==> src/rtl/sreg_stream_ctrl_if.sv <==
// Handshake bundle between a bit-stream FIFO controller and its neighbours.
// Carries the upstream valid/ready input, downstream valid/ready output, flush
// control/status, fill level and the three wires to the external SRL.
//   slave  : controller view (drives ready/valid/status and SRL ce/si)
//   master : environment view (drives data in, out_ready, flush_req, SRL so)
interface sreg_stream_ctrl_if #(
  parameter int unsigned CNT_W = 10
);
  logic             in_valid;
  logic             in_data;
  logic             in_ready;
  logic             out_valid;
  logic             out_data;
  logic             out_ready;
  logic             flush_req;
  logic             flush_busy;
  logic             flush_done;
  logic [CNT_W-1:0] fill_level;
  logic             sreg_ce;
  logic             sreg_si;
  logic             sreg_so;

  modport slave (
    input  in_valid, in_data, out_ready, flush_req, sreg_so,
    output in_ready, out_valid, out_data, flush_busy, flush_done, fill_level,
           sreg_ce, sreg_si
  );

  modport master (
    output in_valid, in_data, out_ready, flush_req, sreg_so,
    input  in_ready, out_valid, out_data, flush_busy, flush_done, fill_level,
           sreg_ce, sreg_si
  );
endinterface

==> src/rtl/sreg_stream_ctrl.sv <==
// Sequencing controller that turns an external, non-resettable DEPTH-stage
// single-bit SRL into a fixed-latency bit FIFO with valid/ready on both sides.
// Ports:
//   clk : clock
//   rst : synchronous active-high reset; starts a zero-flush when released
//   bus : sreg_stream_ctrl_if.slave (stream handshakes, flush, fill, SRL pins)
module sreg_stream_ctrl #(
  parameter int unsigned DEPTH = 512,
  parameter int unsigned CNT_W = $clog2(DEPTH + 1)
) (
  input logic               clk,
  input logic               rst,
  sreg_stream_ctrl_if.slave bus
);

  localparam logic [CNT_W-1:0] FullLvl = CNT_W'(DEPTH);
  localparam logic [CNT_W-1:0] LastCnt = CNT_W'(DEPTH - 1);

  typedef enum logic [0:0] {StFlush, StActive} state_e;

  state_e           state_q, state_d;
  logic [CNT_W-1:0] flush_cnt_q, flush_cnt_d;
  logic [CNT_W-1:0] fill_q, fill_d;
  logic             out_valid_q, out_valid_d;
  logic             out_data_q, out_data_d;
  logic             accept;
  logic             evict;

  always_comb begin
    state_d        = state_q;
    flush_cnt_d    = flush_cnt_q;
    fill_d         = fill_q;
    out_valid_d    = out_valid_q;
    out_data_d     = out_data_q;
    accept         = 1'b0;
    evict          = 1'b0;
    bus.in_ready   = 1'b0;
    bus.sreg_ce    = 1'b0;
    bus.sreg_si    = 1'b0;
    bus.flush_done = 1'b0;

    // Under reset the SRL must not shift and nothing is accepted.
    if (!rst) begin
      unique case (state_q)
        StFlush: begin
          // Shift zeros through every stage; flush_req is ignored here.
          bus.sreg_ce = 1'b1;
          fill_d      = '0;
          out_valid_d = 1'b0;
          if (flush_cnt_q == LastCnt) begin
            bus.flush_done = 1'b1;
            flush_cnt_d    = '0;
            state_d        = StActive;
          end else begin
            flush_cnt_d = flush_cnt_q + CNT_W'(1);
          end
        end
        StActive: begin
          if (bus.flush_req) begin
            // Flush beats a simultaneous input and discards any pending bit.
            state_d     = StFlush;
            flush_cnt_d = '0;
            fill_d      = '0;
            out_valid_d = 1'b0;
          end else begin
            // Only a full line with an unconsumed output bit stalls input.
            bus.in_ready = (fill_q < FullLvl) || !out_valid_q || bus.out_ready;
            accept       = bus.in_valid && bus.in_ready;
            bus.sreg_ce  = accept;
            bus.sreg_si  = bus.in_data;
            if (accept) begin
              if (fill_q < FullLvl) begin
                fill_d = fill_q + CNT_W'(1);
              end else begin
                // so is sampled at the same edge the SRL shifts it out.
                evict      = 1'b1;
                out_data_d = bus.sreg_so;
              end
            end
            if (evict) begin
              out_valid_d = 1'b1;
            end else if (bus.out_ready) begin
              out_valid_d = 1'b0;
            end
          end
        end
        default: state_d = StFlush;
      endcase
    end
  end

  always_ff @(posedge clk) begin
    if (rst) begin
      state_q     <= StFlush;
      flush_cnt_q <= '0;
      fill_q      <= '0;
      out_valid_q <= 1'b0;
      out_data_q  <= 1'b0;
    end else begin
      state_q     <= state_d;
      flush_cnt_q <= flush_cnt_d;
      fill_q      <= fill_d;
      out_valid_q <= out_valid_d;
      out_data_q  <= out_data_d;
    end
  end

  assign bus.out_valid  = out_valid_q;
  assign bus.out_data   = out_data_q;
  assign bus.flush_busy = (state_q == StFlush);
  assign bus.fill_level = fill_q;

endmodule

==> src/flat_wrapper.sv <==
// flat-port wrapper written by rule: the top's interface ports become plain ports
module sreg_stream_ctrl_flat 
#(
  parameter int unsigned DEPTH = 512,
  parameter int unsigned CNT_W = $clog2(DEPTH + 1)
)
  (clk, rst, bus_in_valid, bus_in_data, bus_out_ready, bus_flush_req, bus_sreg_so, bus_in_ready, bus_out_valid, bus_out_data, bus_flush_busy, bus_flush_done, bus_fill_level, bus_sreg_ce, bus_sreg_si);
  sreg_stream_ctrl_if #(.CNT_W(CNT_W)) bus_i ();
  input logic clk;
  input logic rst;
  input wire logic [$bits(bus_i.in_valid)-1:0] bus_in_valid;
  input wire logic [$bits(bus_i.in_data)-1:0] bus_in_data;
  input wire logic [$bits(bus_i.out_ready)-1:0] bus_out_ready;
  input wire logic [$bits(bus_i.flush_req)-1:0] bus_flush_req;
  input wire logic [$bits(bus_i.sreg_so)-1:0] bus_sreg_so;
  output wire logic [$bits(bus_i.in_ready)-1:0] bus_in_ready;
  output wire logic [$bits(bus_i.out_valid)-1:0] bus_out_valid;
  output wire logic [$bits(bus_i.out_data)-1:0] bus_out_data;
  output wire logic [$bits(bus_i.flush_busy)-1:0] bus_flush_busy;
  output wire logic [$bits(bus_i.flush_done)-1:0] bus_flush_done;
  output wire logic [$bits(bus_i.fill_level)-1:0] bus_fill_level;
  output wire logic [$bits(bus_i.sreg_ce)-1:0] bus_sreg_ce;
  output wire logic [$bits(bus_i.sreg_si)-1:0] bus_sreg_si;
  assign bus_i.in_valid = bus_in_valid;
  assign bus_i.in_data = bus_in_data;
  assign bus_i.out_ready = bus_out_ready;
  assign bus_i.flush_req = bus_flush_req;
  assign bus_i.sreg_so = bus_sreg_so;
  assign bus_in_ready = bus_i.in_ready;
  assign bus_out_valid = bus_i.out_valid;
  assign bus_out_data = bus_i.out_data;
  assign bus_flush_busy = bus_i.flush_busy;
  assign bus_flush_done = bus_i.flush_done;
  assign bus_fill_level = bus_i.fill_level;
  assign bus_sreg_ce = bus_i.sreg_ce;
  assign bus_sreg_si = bus_i.sreg_si;
  sreg_stream_ctrl #(.DEPTH(DEPTH), .CNT_W(CNT_W)) u_core (.clk(clk), .rst(rst), .bus(bus_i));
endmodule
==> config.mk <==
export PLATFORM = sky130hd
export DESIGN_NAME = sreg_stream_ctrl_flat
export DESIGN_NICKNAME = d
export VERILOG_FILES = /design/src/rtl/sreg_stream_ctrl_if.sv /design/src/rtl/sreg_stream_ctrl.sv /design/src/flat_wrapper.sv
export SDC_FILE = /design/constraint.sdc
export NUM_CORES = 1
export LEC_CHECK = 0
export BUFFER_PORTS_ARGS = -buffer_cell sky130_fd_sc_hd__buf_2
export CORE_MARGIN = 8
export CORE_UTILIZATION = 25
export DETAILED_ROUTE_END_ITERATION = 8
export PLACE_DENSITY_LB_ADDON = 0.15
export SYNTH_ARGS = -nofsm -noshare
export SYNTH_HDL_FRONTEND = slang
export SYNTH_SLANG_ARGS = --single-unit
export TNS_END_PERCENT = 5
==> constraint.sdc <==
create_clock -name clk -period 2.15 [get_ports clk]
set_clock_uncertainty 0.1 [all_clocks]
set_input_delay 0.215 -clock clk [delete_from_list [all_inputs] [get_ports clk]]
set_output_delay 0.215 -clock clk [all_outputs]
set_load 0.01 [all_outputs]
==> metrics.txt <==
# TYPE chip_impl_metric gauge
chip_impl_metric{name="transition_time_at_the_pin_with_the_least_slew_margin",unit="ns"} 0.490
chip_impl_metric{name="area_delta_synth_final",unit="%"} 21.0
chip_impl_metric{name="fp.dieArea",unit="sq um"} 6820
chip_impl_metric{name="synth_sequential_area_ratio",unit="%"} 41.5
chip_impl_metric{name="num_antenna_cells",unit=""} 0
chip_impl_metric{name="cp_data_arrival_time",unit="ns"} 1.65
chip_impl_metric{name="filler_cell_count",unit=""} 477
chip_impl_metric{name="initial_utilization",unit="%"} 25.6
chip_impl_metric{name="crit_fanout",unit=""} 6
chip_impl_metric{name="clk-insertion-delay-late",unit="ns"} 0.27
chip_impl_metric{name="chipHeight",unit="microns"} 82.6
chip_impl_metric{name="report.final.slew_viol_count",unit=""} 0
chip_impl_metric{name="grt_first_pass_wirelength",unit="microns"} 5000
chip_impl_metric{name="total_negative_slack",unit="ns"} 0
chip_impl_metric{name="routedWlPerCell",unit="microns"} 13.8
chip_impl_metric{name="grt_pass1_vias",unit=""} 1007
chip_impl_metric{name="number_of_resized_instances_in_the_post_cts_repair_step",unit=""} 0
chip_impl_metric{name="antenna_violations_before_repair",unit=""} 0
chip_impl_metric{name="hold_slack",unit="ns"} 0.0749
chip_impl_metric{name="power_density",unit="nW/um^2"} 584
chip_impl_metric{name="post_synth.cell_area_avg",unit="sq um"} 8.53
chip_impl_metric{name="yosys_warn_count",unit=""} 0
chip_impl_info{name="start_kind",value="register"} 1
chip_impl_metric{name="final_cells",unit=""} 209
chip_impl_metric{name="detail_route.vias_per_cell",unit=""} 4.86
chip_impl_metric{name="finalWorstPathRequiredPeriod",unit="ns"} 1.97
chip_impl_metric{name="post-route-drc-count",unit=""} 0
chip_impl_metric{name="floorplan.core_area",unit="sq um"} 4320
chip_impl_metric{name="cts_htree_levels",unit=""} 1
chip_impl_metric{name="synthesis.nets",unit=""} 139
chip_impl_info{name="category_of_the_critical_setup_timing_path",value="reg2out"} 1
chip_impl_metric{name="finish.net_count",unit=""} 167
chip_impl_info{name="grt_setup_unrepaired",value="no"} 1
chip_impl_metric{name="mappedNetlistArea",unit="sq um"} 1110
chip_impl_info{name="setup.worst_path.end_class",value="output port"} 1
chip_impl_info{name="cts.root.buffer_cell",value="sky130_fd_sc_hd__clkbuf_8"} 1
chip_impl_metric{name="maxClockFrequency",unit="MHz"} 508
chip_impl_metric{name="place_congestion",unit=""} 0.710
chip_impl_metric{name="cts.sink_count",unit=""} 23
chip_impl_metric{name="clockBufferDepth",unit=""} 2
chip_impl_metric{name="place.detailed.instances",unit=""} 205
chip_impl_metric{name="post_route_cells_drive_above_1_share",unit="%"} 21.7
chip_impl_metric{name="globalRouteTotalUtil",unit="%"} 9.38
chip_impl_metric{name="dp_hpwl",unit="microns"} 2170
chip_impl_metric{name="die_width",unit="microns"} 82.6
chip_impl_metric{name="hold_buffers",unit=""} 0
chip_impl_metric{name="p_leak",unit="nW"} 0.501
chip_impl_metric{name="hold_viol_final",unit=""} 0
chip_impl_metric{name="placed_cell_area",unit="sq um"} 1300
chip_impl_metric{name="yosys.cell_types.count",unit=""} 36
chip_impl_metric{name="wirelength_met1",unit="microns"} 1270
chip_impl_metric{name="buffer_ports.inserted",unit=""} 23
chip_impl_metric{name="clk_pin_slew_worst_paths",unit="ns"} 0.09
chip_impl_metric{name="globalRouteOverflowTotal",unit=""} 0
chip_impl_metric{name="wl_met2",unit="microns"} 1390
chip_impl_metric{name="pre_antenna_drt_iters",unit=""} 4
chip_impl_info{name="dr.max_layer_used",value="met4"} 1
chip_impl_metric{name="synth_seq_cells",unit=""} 23
chip_impl_metric{name="placement_rows",unit=""} 24
chip_impl_metric{name="syn_inst",unit=""} 130
chip_impl_metric{name="area_of_all_placed_cells_without_fillers",unit="sq um"} 1340
chip_impl_metric{name="max_slew_margin",unit="%"} 67.3
chip_impl_metric{name="ioPinCount",unit=""} 24
chip_impl_metric{name="drv.max_cap_violation_count",unit=""} 0
chip_impl_metric{name="final-setup-viol-count",unit=""} 0
chip_impl_info{name="hold_path_class",value="in2reg"} 1
chip_impl_metric{name="postRouteWirelength",unit="microns"} 2890
chip_impl_info{name="cts_tree",value="yes"} 1
chip_impl_metric{name="wl_met3",unit="microns"} 200
chip_impl_metric{name="timing.critical_path.required",unit="ns"} 1.84
chip_impl_metric{name="dr.first_iter.drc_count",unit=""} 32
chip_impl_metric{name="totalPowerFinal",unit="mW"} 0.784
chip_impl_metric{name="grt_start_max_net_pins",unit=""} 13
chip_impl_metric{name="detailroute.via_count",unit=""} 1015
chip_impl_metric{name="post_cts.repair.setup_buffers",unit=""} 0
chip_impl_info{name="run_status",value="finished, final reports clean"} 1
chip_impl_metric{name="antenna_violating_nets_left",unit=""} 0
chip_impl_metric{name="cts-buffers-inserted",unit=""} 3
chip_impl_metric{name="period_share",unit="%"} 91.5
chip_impl_metric{name="worst_ir_drop_vdd",unit="uV"} 302
==> kinds of logic (layout without fill, tap and decap cells) <==
kind of cell / count (synthesis) / after routing / synth area share, %
flops: 23 / 23 / 41.5
xor+xnor: 10 / 10 / 7.90
mux: 2 / 2 / 1.81
compound gates: 29 / 29 / 17.9
fa+ha+maj: 2 / 2 / 2.26
buf+inv: 8 / 35 / 3.05
simple gates: 56 / 56 / 25.5
==> metal layers <==
layer  track usage, %  up-vias
met5                0        -
met1             11.3      483
met4             2.59        0
li1                 -      514
met3             3.25        2
met2             15.4       16
==> stage by stage <==
stage	setup slack, ns	utilization [%]
finish	0.182	31.0
global route	0.00663	31.0
CTS	0.155	31.0
detailed placement	0.291	30.0
global placement	0.352	30.0
floorplan	0.435	-
==> synthesized netlist by cell type (all sizes together) <==
cell     count  area, sq um
dfxtp       23          460
nor2        18         67.6
nand2       12         45.0
a21oi        8         40.0
o21ai        8         40.0
xnor2        8         70.1
nand3        6         35.0
inv          5         18.8
nor3         4         20.0
a211oi       3         22.5
and3         3         20.0
buf          3         15.0
nand4        3         18.8
a31oi        2         12.5
ha           2         25.0
mux2i        2         20.0
nor2b        2         12.5
xor2         2         17.5
a2111oi      1         27.5
a21boi       1         7.51
a22o         1         8.76
a22oi        1         7.51
a32o         1         10.0
and2         1         7.51
nand2b       1         6.26
nand3b       1         7.51
nand4b       1         8.76
nor4         1         6.26
o211ai       1         7.51
o21a         1         7.51
o31ai        1         7.51
or3          1         6.26
or4          1         7.51
or4b         1         13.8
==> final cells by class <==
cell class                 count  area (sq um)  share of cell area (%)
timing repair buffer          26           138                    10.3
inverter                       5          18.8                    1.40
tap                           52          65.1                    4.85
multi-input combinational     99           614                    45.8
clock buffer                   4          45.0                    3.36
sequential                    23           460                    34.3
==> cell usage in the layout, fill, tap and decap left out, drive strengths merged, types with 2 or more instances in the layout <==
| cell | n |
|---|---|
| buf | 26 |
| dfxtp | 23 |
| nor2 | 18 |
| nand2 | 12 |
| a21oi | 8 |
| xnor2 | 8 |
| o21ai | 8 |
| nand3 | 6 |
| inv | 5 |
| nor3 | 4 |
| clkbuf | 4 |
| nand4 | 3 |
| a211oi | 3 |
| and3 | 3 |
| nor2b | 2 |
| xor2 | 2 |
| mux2i | 2 |
| a31oi | 2 |
| ha | 2 |
==> worst max-delay path, stage by stage, from the launching register on <==
cell and delay [ns]:
sky130_fd_sc_hd__dfxtp_1 0.43, sky130_fd_sc_hd__ha_1 0.27, sky130_fd_sc_hd__and3_1 0.22, sky130_fd_sc_hd__nand2_1 0.07, sky130_fd_sc_hd__nor4_1 0.22, sky130_fd_sc_hd__buf_2 0.18
==> sequential cells by signal, summed over array words and instances, names as in the netlist <==
register	count
u_core.bus.out_valid	1
u_core.bus.fill_level	10
u_core.state_q	1
u_core.flush_cnt_q	10
u_core.bus.out_data	1
==> power by group <==
group	internal, mW	total (mW)	switching [mW]
Clock	0.132	0.277	0.145
Combinational	0.0199	0.0454	0.0256
Sequential	0.439	0.461	0.0215
Total	0.592	0.784	0.192
==> worst paths after layout <==
check / startpoint / slack, ns / depth (start not counted) / endpoint
hold / removal: rst / 0.07 / 2 / u_core.bus.out_data
setup reg to reg: u_core.flush_cnt_q[0] / 0.28 / 4 / u_core.flush_cnt_q[1]
hold reg to reg: u_core.bus.out_data / 0.42 / 2 / u_core.bus.out_data
setup / recovery: u_core.flush_cnt_q[0] / 0.18 / 5 / bus_flush_done
No activity file was read; power rests on OpenSTA's default activity.
